**config.mk**
```make
export PLATFORM = sky130hd
export DESIGN_NAME = fifo_frame_reader
export DESIGN_NICKNAME = d
export VERILOG_FILES = /design/src/rtl/ffr_pkg.sv /design/src/rtl/ffr_out_buf.sv /design/src/rtl/fifo_frame_reader.sv
export SDC_FILE = /design/constraint.sdc
export NUM_CORES = 1
export LEC_CHECK = 0
export ABC_AREA = 1
export BUFFER_PORTS_ARGS = -buffer_cell sky130_fd_sc_hd__buf_4
export CAP_MARGIN = 30
export CORE_MARGIN = 3
export CORE_UTILIZATION = 40
export DETAILED_ROUTE_END_ITERATION = 10
export PLACE_DENSITY = 0.66
export SETUP_SLACK_MARGIN = 0.2
export SLEW_MARGIN = 20
export SYNTH_ARGS = -nofsm -noshare
export SYNTH_HDL_FRONTEND = slang
export SYNTH_SLANG_ARGS = --single-unit
```
**constraint.sdc**
```tcl
create_clock -name rd_clk -period 2.11 [get_ports rd_clk]
set_input_delay 0.211 -clock rd_clk [delete_from_list [all_inputs] [get_ports rd_clk]]
set_output_delay 0.211 -clock rd_clk [all_outputs]
set_load 0.005 [all_outputs]
```
**src/rtl/ffr_pkg.sv**
```systemverilog
// Shared definitions for fifo_frame_reader: FSM state encoding and output-buffer depth.
package ffr_pkg;

    typedef enum logic [1:0] {
        IDLE  = 2'd0,
        BURST = 2'd1,
        DRAIN = 2'd2
    } ffr_state_t;

    localparam int OBUF_DEPTH = 3;

endpackage

```
**src/rtl/ffr_out_buf.sv**
```systemverilog
// Three-entry registered buffer carrying {sof, eof, data} between the FIFO read port and the stream output.
module ffr_out_buf
    import ffr_pkg::*;
#(
    parameter int W = 18
) (
    input  logic         clk,
    input  logic         rst_n,
    input  logic         push,
    input  logic [W-1:0] push_data,
    input  logic         pop,
    output logic [W-1:0] head,
    output logic [1:0]   count,
    output logic         full,
    output logic         empty
);

    localparam logic [1:0] C_DEPTH    = 2'(OBUF_DEPTH);
    localparam logic [1:0] C_LAST_PTR = 2'(OBUF_DEPTH - 1);

    logic [W-1:0] r_mem [OBUF_DEPTH];
    logic [1:0]   r_wr_ptr;
    logic [1:0]   r_rd_ptr;
    logic [1:0]   r_count;
    logic         w_push;
    logic         w_pop;

    assign w_pop  = pop & (r_count != 2'd0);
    // A push into a full buffer is only accepted when the head leaves in the same cycle.
    assign w_push = push & ((r_count != C_DEPTH) | w_pop);

    always_ff @(posedge clk or negedge rst_n) begin
        if (!rst_n) begin
            for (int i = 0; i < OBUF_DEPTH; i++) begin
                r_mem[i] <= '0;
            end
            r_wr_ptr <= '0;
            r_rd_ptr <= '0;
            r_count  <= '0;
        end else begin
            if (w_push) begin
                r_mem[r_wr_ptr] <= push_data;
                r_wr_ptr        <= (r_wr_ptr == C_LAST_PTR) ? 2'd0 : r_wr_ptr + 2'd1;
            end
            if (w_pop) begin
                r_rd_ptr <= (r_rd_ptr == C_LAST_PTR) ? 2'd0 : r_rd_ptr + 2'd1;
            end
            case ({w_push, w_pop})
                2'b10:   r_count <= r_count + 2'd1;
                2'b01:   r_count <= r_count - 2'd1;
                default: r_count <= r_count;
            endcase
        end
    end

    assign head  = r_mem[r_rd_ptr];
    assign count = r_count;
    assign full  = (r_count == C_DEPTH);
    assign empty = (r_count == 2'd0);

endmodule

```
**src/rtl/fifo_frame_reader.sv**
```systemverilog
// Pulls whole FRAME_LEN-word frames out of the async FIFO read port and streams them with sof/eof markers.
// Optional macro FFR_STALL_CNT_EN adds a saturating stall_cnt output.
module fifo_frame_reader
    import ffr_pkg::*;
#(
    parameter int DATA_W     = 16,
    parameter int FIFO_DEPTH = 64,
    parameter int FRAME_LEN  = 8,
    parameter int USEDW_W    = $clog2(FIFO_DEPTH)
) (
    input  logic               rd_clk,
    input  logic               rrst_n,
    input  logic               enable,
    output logic               fifo_rd_en,
    input  logic [DATA_W-1:0]  fifo_rd_data,
    input  logic               fifo_rd_empty,
    input  logic               fifo_rd_full,
    input  logic [USEDW_W-1:0] fifo_rd_usedw,
    output logic               m_valid,
    input  logic               m_ready,
    output logic [DATA_W-1:0]  m_data,
    output logic               m_sof,
    output logic               m_eof,
    output logic               busy,
    output logic [15:0]        frame_cnt
`ifdef FFR_STALL_CNT_EN
    ,
    output logic [15:0]        stall_cnt
`endif
);

    localparam int ISS_W = $clog2(FRAME_LEN + 1);
    localparam int IDX_W = $clog2(FRAME_LEN);
    localparam logic [ISS_W-1:0]   C_FRAME_LEN   = ISS_W'(FRAME_LEN);
    localparam logic [ISS_W-1:0]   C_LAST_ISSUE  = ISS_W'(FRAME_LEN - 1);
    localparam logic [IDX_W-1:0]   C_LAST_IDX    = IDX_W'(FRAME_LEN - 1);
    localparam logic [USEDW_W:0]   C_FRAME_USEDW = (USEDW_W + 1)'(FRAME_LEN);

    ffr_state_t         r_state;
    logic [ISS_W-1:0]   r_issued;
    logic               r_inflight;
    logic [IDX_W-1:0]   r_wr_idx;
    logic [15:0]        r_frame_cnt;

    logic               w_frame_ok;
    logic               w_room;
    logic               w_rd_en;
    logic               w_handshake;
    logic               w_eof_shake;
    logic [1:0]         w_buf_cnt;
    logic               w_buf_full;
    logic               w_buf_empty;
    logic [DATA_W+1:0]  w_push_word;
    logic [DATA_W+1:0]  w_head;

    // usedw wraps to 0 at full, so the full flag alone must also qualify a frame.
    assign w_frame_ok = fifo_rd_full | ({1'b0, fifo_rd_usedw} >= C_FRAME_USEDW);

    // Room exists while buffered words plus the word in flight stay below three.
    assign w_room  = ~w_buf_full & ~((w_buf_cnt == 2'd2) & r_inflight);
    assign w_rd_en = (r_state == BURST) & (r_issued < C_FRAME_LEN) & ~fifo_rd_empty & w_room;
    assign fifo_rd_en = w_rd_en;

    assign m_valid                = ~w_buf_empty;
    assign {m_sof, m_eof, m_data} = w_head;
    assign w_handshake            = m_valid & m_ready;
    assign w_eof_shake            = w_handshake & m_eof;
    assign busy                   = (r_state != IDLE);
    assign frame_cnt              = r_frame_cnt;

    assign w_push_word = {(r_wr_idx == '0), (r_wr_idx == C_LAST_IDX), fifo_rd_data};

    always_ff @(posedge rd_clk or negedge rrst_n) begin
        if (!rrst_n) begin
            r_state  <= IDLE;
            r_issued <= '0;
        end else begin
            case (r_state)
                IDLE: begin
                    if (enable && w_frame_ok) begin
                        r_state  <= BURST;
                        r_issued <= '0;
                    end
                end
                BURST: begin
                    if (w_rd_en) begin
                        r_issued <= r_issued + 1'b1;
                        if (r_issued == C_LAST_ISSUE) begin
                            r_state <= DRAIN;
                        end
                    end
                end
                DRAIN: begin
                    if (w_eof_shake) begin
                        r_state <= IDLE;
                    end
                end
                default: r_state <= IDLE;
            endcase
        end
    end

    // Marks are attached as words enter the buffer; frames never overlap inside it.
    always_ff @(posedge rd_clk or negedge rrst_n) begin
        if (!rrst_n) begin
            r_inflight  <= 1'b0;
            r_wr_idx    <= '0;
            r_frame_cnt <= '0;
        end else begin
            r_inflight <= w_rd_en;
            if (r_inflight) begin
                r_wr_idx <= (r_wr_idx == C_LAST_IDX) ? '0 : r_wr_idx + 1'b1;
            end
            if (w_eof_shake) begin
                r_frame_cnt <= r_frame_cnt + 16'd1;
            end
        end
    end

`ifdef FFR_STALL_CNT_EN
    logic [15:0] r_stall_cnt;

    always_ff @(posedge rd_clk or negedge rrst_n) begin
        if (!rrst_n) begin
            r_stall_cnt <= '0;
        end else if (m_valid && !m_ready && (r_stall_cnt != 16'hFFFF)) begin
            r_stall_cnt <= r_stall_cnt + 16'd1;
        end
    end

    assign stall_cnt = r_stall_cnt;
`endif

    ffr_out_buf #(
        .W (DATA_W + 2)
    ) u_out_buf (
        .clk       (rd_clk),
        .rst_n     (rrst_n),
        .push      (r_inflight),
        .push_data (w_push_word),
        .pop       (w_handshake),
        .head      (w_head),
        .count     (w_buf_cnt),
        .full      (w_buf_full),
        .empty     (w_buf_empty)
    );

endmodule
```
==> impl_metrics.env, run 1 <==
export IMPL_status="complete, no violations"
export IMPL_synth_ff_type="dfrtp_1"
export IMPL_cts_made_buffers=9
export IMPL_area_growth_pct=19.6
export IMPL_place_ws_ns=0.400
export IMPL_clk_pin_slew_worst_paths_ns=0.09
export IMPL_grt_pass1_vias=3257
export IMPL_wl_microns=8760
export IMPL_antenna_found_initial=0
export IMPL_ys_ff_latch=86
export IMPL_vdd_ir_drop_max_mv=0.472
export IMPL_cts_buffer_depth=2
export IMPL_drt_iter0_drc=135
export IMPL_yosys_area_top_type_share=0.508
export IMPL_clock_latency_ns=0.35
export IMPL_period_share=0.838
export IMPL_grt_total_usage=0.158
export IMPL_routabilityCongestion=0.852
export IMPL_cp_start_kind="flip-flop"
export IMPL_fin_ws_ns=0.341
export IMPL_vias=3406
export IMPL_synth_cell_area_sq_um=4230
export IMPL_crit_buf_inv=2
export IMPL_crit_family="flip-flops"
export IMPL_crit_type="flip-flop to output pin"
export IMPL_worstPathRequired_ns=1.90
export IMPL_die_h_microns=109
export IMPL_critPathMaxFanout=7
export IMPL_synth_cell_types=26
export IMPL_totalNegativeSetupSlack_ns=0
export IMPL_htree_num_levels=3
export IMPL_cp_arrival_ns=1.56
export IMPL_nets=599
export IMPL_viasPerCell=4.84
export IMPL_cap_viol_max_count=0
export IMPL_p_per_area_nw_per_um2=1290
export IMPL_die_x_microns=109
export IMPL_layout_commonest_cell="nand2_1"
export IMPL_synth_edf_count=0
export IMPL_synth_fp_nets=527
export IMPL_slowest_delay_ns=0.46
export IMPL_tightest_slew_ns=0.576
export IMPL_cp_slowest_cell="dfrtp_1"
export IMPL_grt_max_degree=44
export IMPL_pin_count=65
export IMPL_setup_worst_path_end_class="output pin"
export IMPL_clock_fmax_ghz=0.565
export IMPL_synth_cells=493
export IMPL_finalMaxSlewViolations=0
export IMPL_die_area_sq_um=11900
export IMPL_drive_gt1_frac=0.235
export IMPL_p_leak_nw=2.53
export IMPL_async_reset_ff_frac=1.00
export IMPL_seq_area_frac_synth=0.508
export IMPL_clockRootBuffer="clkbuf_8"
export IMPL_post_route_drc_count=0
export IMPL_syn_avg_cell_area_sq_um=8.59
export IMPL_io_buffers=61
export IMPL_dpl_hpwl_microns=6080
export IMPL_grt_pass1_wl_microns=15000
export IMPL_drt_first_pass_iters=4
export IMPL_period_needed_ns=1.77
export IMPL_hold_viol_final=0
export IMPL_relSlewSlack=0.616
export IMPL_avgRoutedWirePerCell_microns=12.5
export IMPL_initial_core_util=0.422
export IMPL_ys_top_cells_by_area="dfrtp_1 51%, nand2_1 15%, o21ai_2 5.4%"
export IMPL_yosysWarnings=0
export IMPL_clock_sinks=86
export IMPL_hp_class="input pin to flip-flop"
export IMPL_finalSetupViolCount=0
export IMPL_fin_worst_skew_ns=0.00665
export IMPL_rsz0062_at_grt="false"
export IMPL_mostFrequentLayoutCells="174 x nand2_1, 86 x dfrtp_1, 72 x buf_4"
export IMPL_antenna_left=0
export IMPL_core_area_sq_um=10000
export IMPL_synth_largest_area_cell="dfrtp_1"
export IMPL_grt_overflow_total=0
export IMPL_path_cells="o21ai_0 > nand3_2 > inv_1 > buf_4"
export IMPL_diodes=0
export IMPL_cts_tree="done"
export IMPL_rows=36
## power breakdown
part / total [mW] / switching [mW] / internal (mW)
clock network: 1.18 / 0.623 / 0.560
registers: 2.70 / 0.425 / 2.28
logic: 2.67 / 1.46 / 1.21
## per-layer routing
layer,routed length [microns],track usage,part of all wire,vias to the layer above
met4,68,0.0406,0.0078,0
met5,0,0,0,-
met3,396,0.0355,0.045,8
met2,4110,0.261,0.47,72
li1,-,-,-,1727
met1,4180,0.210,0.48,1599
## cell type report
type | count | area, sq um
Fill cell | 982 | 4980
Timing Repair Buffer | 75 | 591
Sequential cell | 86 | 2150
Multi-Input combinational cell | 344 | 1770
Tap cell | 133 | 166
Clock buffer | 9 | 124
Inverter | 49 | 186
Clock inverter | 7 | 77.6
## tightest hold or removal path: stages
cell and delay [ns]:
buf_4 0.08, inv_1 0.06, o21ai_2 0.12
## repair_timing
item | in CTS | in global routing
hold endpoints to repair | 40 | 0
hold buffers | 1 | 0
pin swaps | 1 | 1
endpoints found under the setup margin | 3 | 12
setup buffers | 1 | 3
resized for setup | 0 | 1
## logic make-up after synthesis
kind of cell / Yosys count / share of synthesized area
DFF: 86 / 0.508
and+or+nand+nor: 247 / 0.252
AOI/OAI and AO/OA: 82 / 0.127
adders and majority gates: 6 / 0.0177
xor gates and xnor gates: 9 / 0.0186
buffers and inverters: 63 / 0.0759
## worst paths after layout
check | start | endpoint | slack (ns) | cells past startpoint
hold / removal | fifo_rd_data[2] | u_out_buf.r_mem[2]$_DFFE_PN0P_ | 0.14 | 3
setup reg to reg | r_inflight$_DFF_PN0_ | u_out_buf.count[1]$_DFFE_PN0P_ | 0.39 | 7
max in group asynchronous | rrst_n | u_out_buf.r_mem[33]$_DFFE_PN0P_ | 1.05 | 3
setup / recovery | u_out_buf.count[0]$_DFFE_PN0P_ | fifo_rd_en | 0.34 | 4
hold reg to reg | u_out_buf.r_mem[18]$_DFFE_PN0P_ | u_out_buf.r_mem[18]$_DFFE_PN0P_ | 0.49 | 2
min in group asynchronous | rrst_n | u_out_buf.r_mem[4]$_DFFE_PN0P_ | 0.39 | 2
## per-stage QoR
stage	utilization	area [sq um]	std cells	hold slack [ns]	power (mW)
floorplan	-	4230	493	-0.0846	4.39
global placement	0.478	4800	682	0.244	5.24
detailed placement	0.478	4800	682	0.252	5.34
CTS	0.501	5030	700	0.123	6.61
global route	0.504	5060	703	0.146	7.10
finish	0.504	5060	703	0.142	6.55
## synthesized netlist by cell type (4+ instances only)
library cell and count:
buf_6 11, dfrtp_1 86, ha_1 6, inv_1 46, nand2_1 174, nand3_1 33
nand4_1 4, nor2_1 24, o21ai_0 20, o21ai_1 31, o21ai_2 26, xor2_1 6
## flip-flops by register name, indices dropped and copies added, names as in the netlist
register	cells
r_inflight	1
r_state	2
u_out_buf.r_mem	54
u_out_buf.count	2
frame_cnt	16
r_wr_idx	3
u_out_buf.r_wr_ptr	2
r_issued	4
u_out_buf.r_rd_ptr	2
No activity file was read; power rests on OpenSTA's default activity.
==> run 2: changes to the inputs <==
- PLACE_DENSITY: 0.66 -> 0.68
- clock period: 2.11 -> 1.4 ns (I/O delays scaled with it)
==> impl_metrics.env, run 2 (same netlist as run 1, synthesis figures left out) <==
export IMPL_status="complete, but fails checks"
export IMPL_violations="negative setup slack"
export IMPL_crit_type="flip-flop to output pin"
export IMPL_cts_tree="done"
export IMPL_placed_area_sq_um=5020
export IMPL_grt_total_usage=0.236
export IMPL_nets=680
export IMPL_grt_overflow_total=0
export IMPL_viasPerCell=5.23
export IMPL_dpl_hpwl_microns=6310
export IMPL_power_total_mw=14.7
export IMPL_cts_buffer_depth=2
export IMPL_nFillCells=688
export IMPL_setup_worst_path_end_class="output pin"
export IMPL_die_h_microns=109
export IMPL_cp_slowest_cell="dfrtp_2"
export IMPL_area_growth_pct=66.7
export IMPL_power_share_clock=0.135
export IMPL_htree_num_levels=3
export IMPL_avgRoutedWirePerCell_microns=18.0
export IMPL_mostFrequentLayoutCells="116 x nand2_1, 79 x dfrtp_1, 75 x buf_4"
export IMPL_hold_ws_ns=0.0557
export IMPL_holdPathStages=3
export IMPL_final_cells=783
export IMPL_io_buffers=61
export IMPL_r2r_cells=8
export IMPL_p_sw_mw=5.77
export IMPL_relSlewSlack=0.826
export IMPL_rows=36
export IMPL_dp_cells=697
export IMPL_largest_register="u_out_buf.r_mem"
export IMPL_hold_path_startpoint="fifo_rd_data[13]"
export IMPL_grt_max_degree=43
export IMPL_clockRootBuffer="clkbuf_8"
export IMPL_seqPwrFrac=0.299
export IMPL_rsz0062_at_grt="true"
export IMPL_clock_latency_ns=0.39
export IMPL_layout_commonest_cell="nand2_1"
export IMPL_clock_sinks=86
export IMPL_finalSetupViolCount=100
export IMPL_p_per_area_nw_per_um2=2080
export IMPL_cp_start_kind="flip-flop"
export IMPL_routabilityCongestion=0.779
export IMPL_sw_frac_of_total=0.393
export IMPL_clock_fmax_ghz=0.587
export IMPL_antenna_found_initial=0
export IMPL_worst_r2r_setup_slack_ns=-0.22
export IMPL_drt_first_pass_iters=5
export IMPL_power_internal_mw=8.93
export IMPL_hp_class="input pin to flip-flop"
export IMPL_finalMaxSlewViolations=0
export IMPL_p_leak_nw=3.38
export IMPL_fin_worst_skew_ns=0.0181
export IMPL_vias=4095
export IMPL_grt_pass1_vias=4219
export IMPL_slowest_delay_ns=0.46
export IMPL_core_area_sq_um=10000
export IMPL_drive_gt1_frac=0.528
export IMPL_worstPathRequired_ns=1.26
export IMPL_cp_arrival_ns=1.56
export IMPL_drt_iter0_drc=201
export IMPL_fin_ws_ns=-0.305
export IMPL_hold_viol_final=0
export IMPL_period_share=1.22
export IMPL_largest_register_ffs=54
export IMPL_r2r_end="u_out_buf.r_mem[15]$_DFFE_PN0P_"
export IMPL_tightest_slew_ns=0.261
export IMPL_die_area_sq_um=11900
export IMPL_critPathMaxFanout=18
export IMPL_final_area_sq_um=7060
export IMPL_cts_made_buffers=9
export IMPL_whs_endpoint="u_out_buf.r_mem[49]$_DFFE_PN0P_"
export IMPL_cap_viol_max_count=0
export IMPL_pin_count=65
export IMPL_initial_core_util=0.422
export IMPL_post_route_drc_count=0
export IMPL_die_x_microns=109
export IMPL_r2r_start="u_out_buf.count[1]$_DFFE_PN0P_"
export IMPL_grt_pass1_wl_microns=21300
export IMPL_p_comb_frac=0.566
export IMPL_path_cells="inv_2 > nor2_4 > buf_12 > nand2_1 > nand3_2 > buf_4"
export IMPL_antenna_left=0
export IMPL_clk_pin_slew_worst_paths_ns=0.10
export IMPL_period_needed_ns=1.70
export IMPL_vdd_ir_drop_max_mv=1.00
export IMPL_diodes=0
export IMPL_wl_microns=14100
==> run 2: changes by cell type in the layout (fill, tap and decap cells not counted), moves of 13 or more <==
cell / change
nand2_2: +24
nand2_1: -58
buf_6: +42
nand2_4: +34
o21ai_1: -15
o21ai_2: +26
o21ai_0: -18
nand3_1: -13
buf_16: +17
==> run 2: critical path, delay by kind of cell (launching register included) <==
kind	cells	cell delay [ns]
DFF	1	0.46
and+or+nand+nor	3	0.36
buffers and inverters	3	0.37
==> run 2: cell type report <==
class / count / area (sq um) / area share
Clock buffer: 9 / 124 / 0.0176
Clock inverter: 6 / 93.8 / 0.0133
Inverter: 49 / 204 / 0.0289
Multi-Input combinational cell: 347 / 2450 / 0.348
Sequential cell: 86 / 2160 / 0.306
Tap cell: 133 / 166 / 0.0236
Timing Repair Buffer: 152 / 1840 / 0.261
Timing Repair inverter: 1 / 16.3 / 0.00230
==> run 2: what timing repair did <==
item / CTS / global route
pin swaps: 13 / 14
endpoints found under the hold margin: 86 / 0
hold buffers: 1 / 0
gates cloned: 21 / 0
endpoints found under the setup margin: 104 / 108
gates resized for setup: 166 / 93
setup buffers: 41 / 8
==> run 2: how the worst max path moves through the flow <==
stage                                           to                              start  slack [ns]
floorplan           u_out_buf.count[1]$_DFFE_PN0P_     u_out_buf.count[0]$_DFFE_PN0P_       -0.09
global placement          frame_cnt[7]$_DFFE_PN0N_     u_out_buf.count[1]$_DFFE_PN0P_        0.03
detailed placement        frame_cnt[7]$_DFFE_PN0N_     u_out_buf.count[1]$_DFFE_PN0P_       -0.01
CTS                                     m_data[12]  u_out_buf.r_rd_ptr[0]$_DFFE_PN0P_       -0.20
global route                             m_data[3]  u_out_buf.r_rd_ptr[0]$_DFFE_PN0P_       -0.37
finish                                   m_data[3]  u_out_buf.r_rd_ptr[0]$_DFFE_PN0P_       -0.30
==> run 2: routing by layer <==
layer / part of all wire / GRT usage / up-vias
li1: - / - / 1900
met1: 0.38 / 0.282 / 1998
met2: 0.52 / 0.405 / 152
met3: 0.061 / 0.0598 / 45
met4: 0.041 / 0.0965 / 0
met5: 0 / 0 / -
==> run 2: through the flow <==
step                      setup slack [ns]  setup TNS, ns  utilization
final                               -0.305         -14.97        0.703
after detailed placement           -0.0126        -0.0230        0.500
after CTS                           -0.204          -9.96        0.658
after global placement              0.0327              0        0.500
after floorplan                    -0.0852        -0.0852            -
after global routing                -0.366         -20.73        0.703
==> run 2: power by group through the flow <==
stage	logic (mW)	registers, mW	clock network (mW)
after global placement	4.28	4.09	0
after detailed placement	4.43	4.13	0
after floorplan	2.73	4.02	0
after global routing	8.88	4.49	2.12
final	8.32	4.40	1.98
after CTS	7.20	4.20	1.97
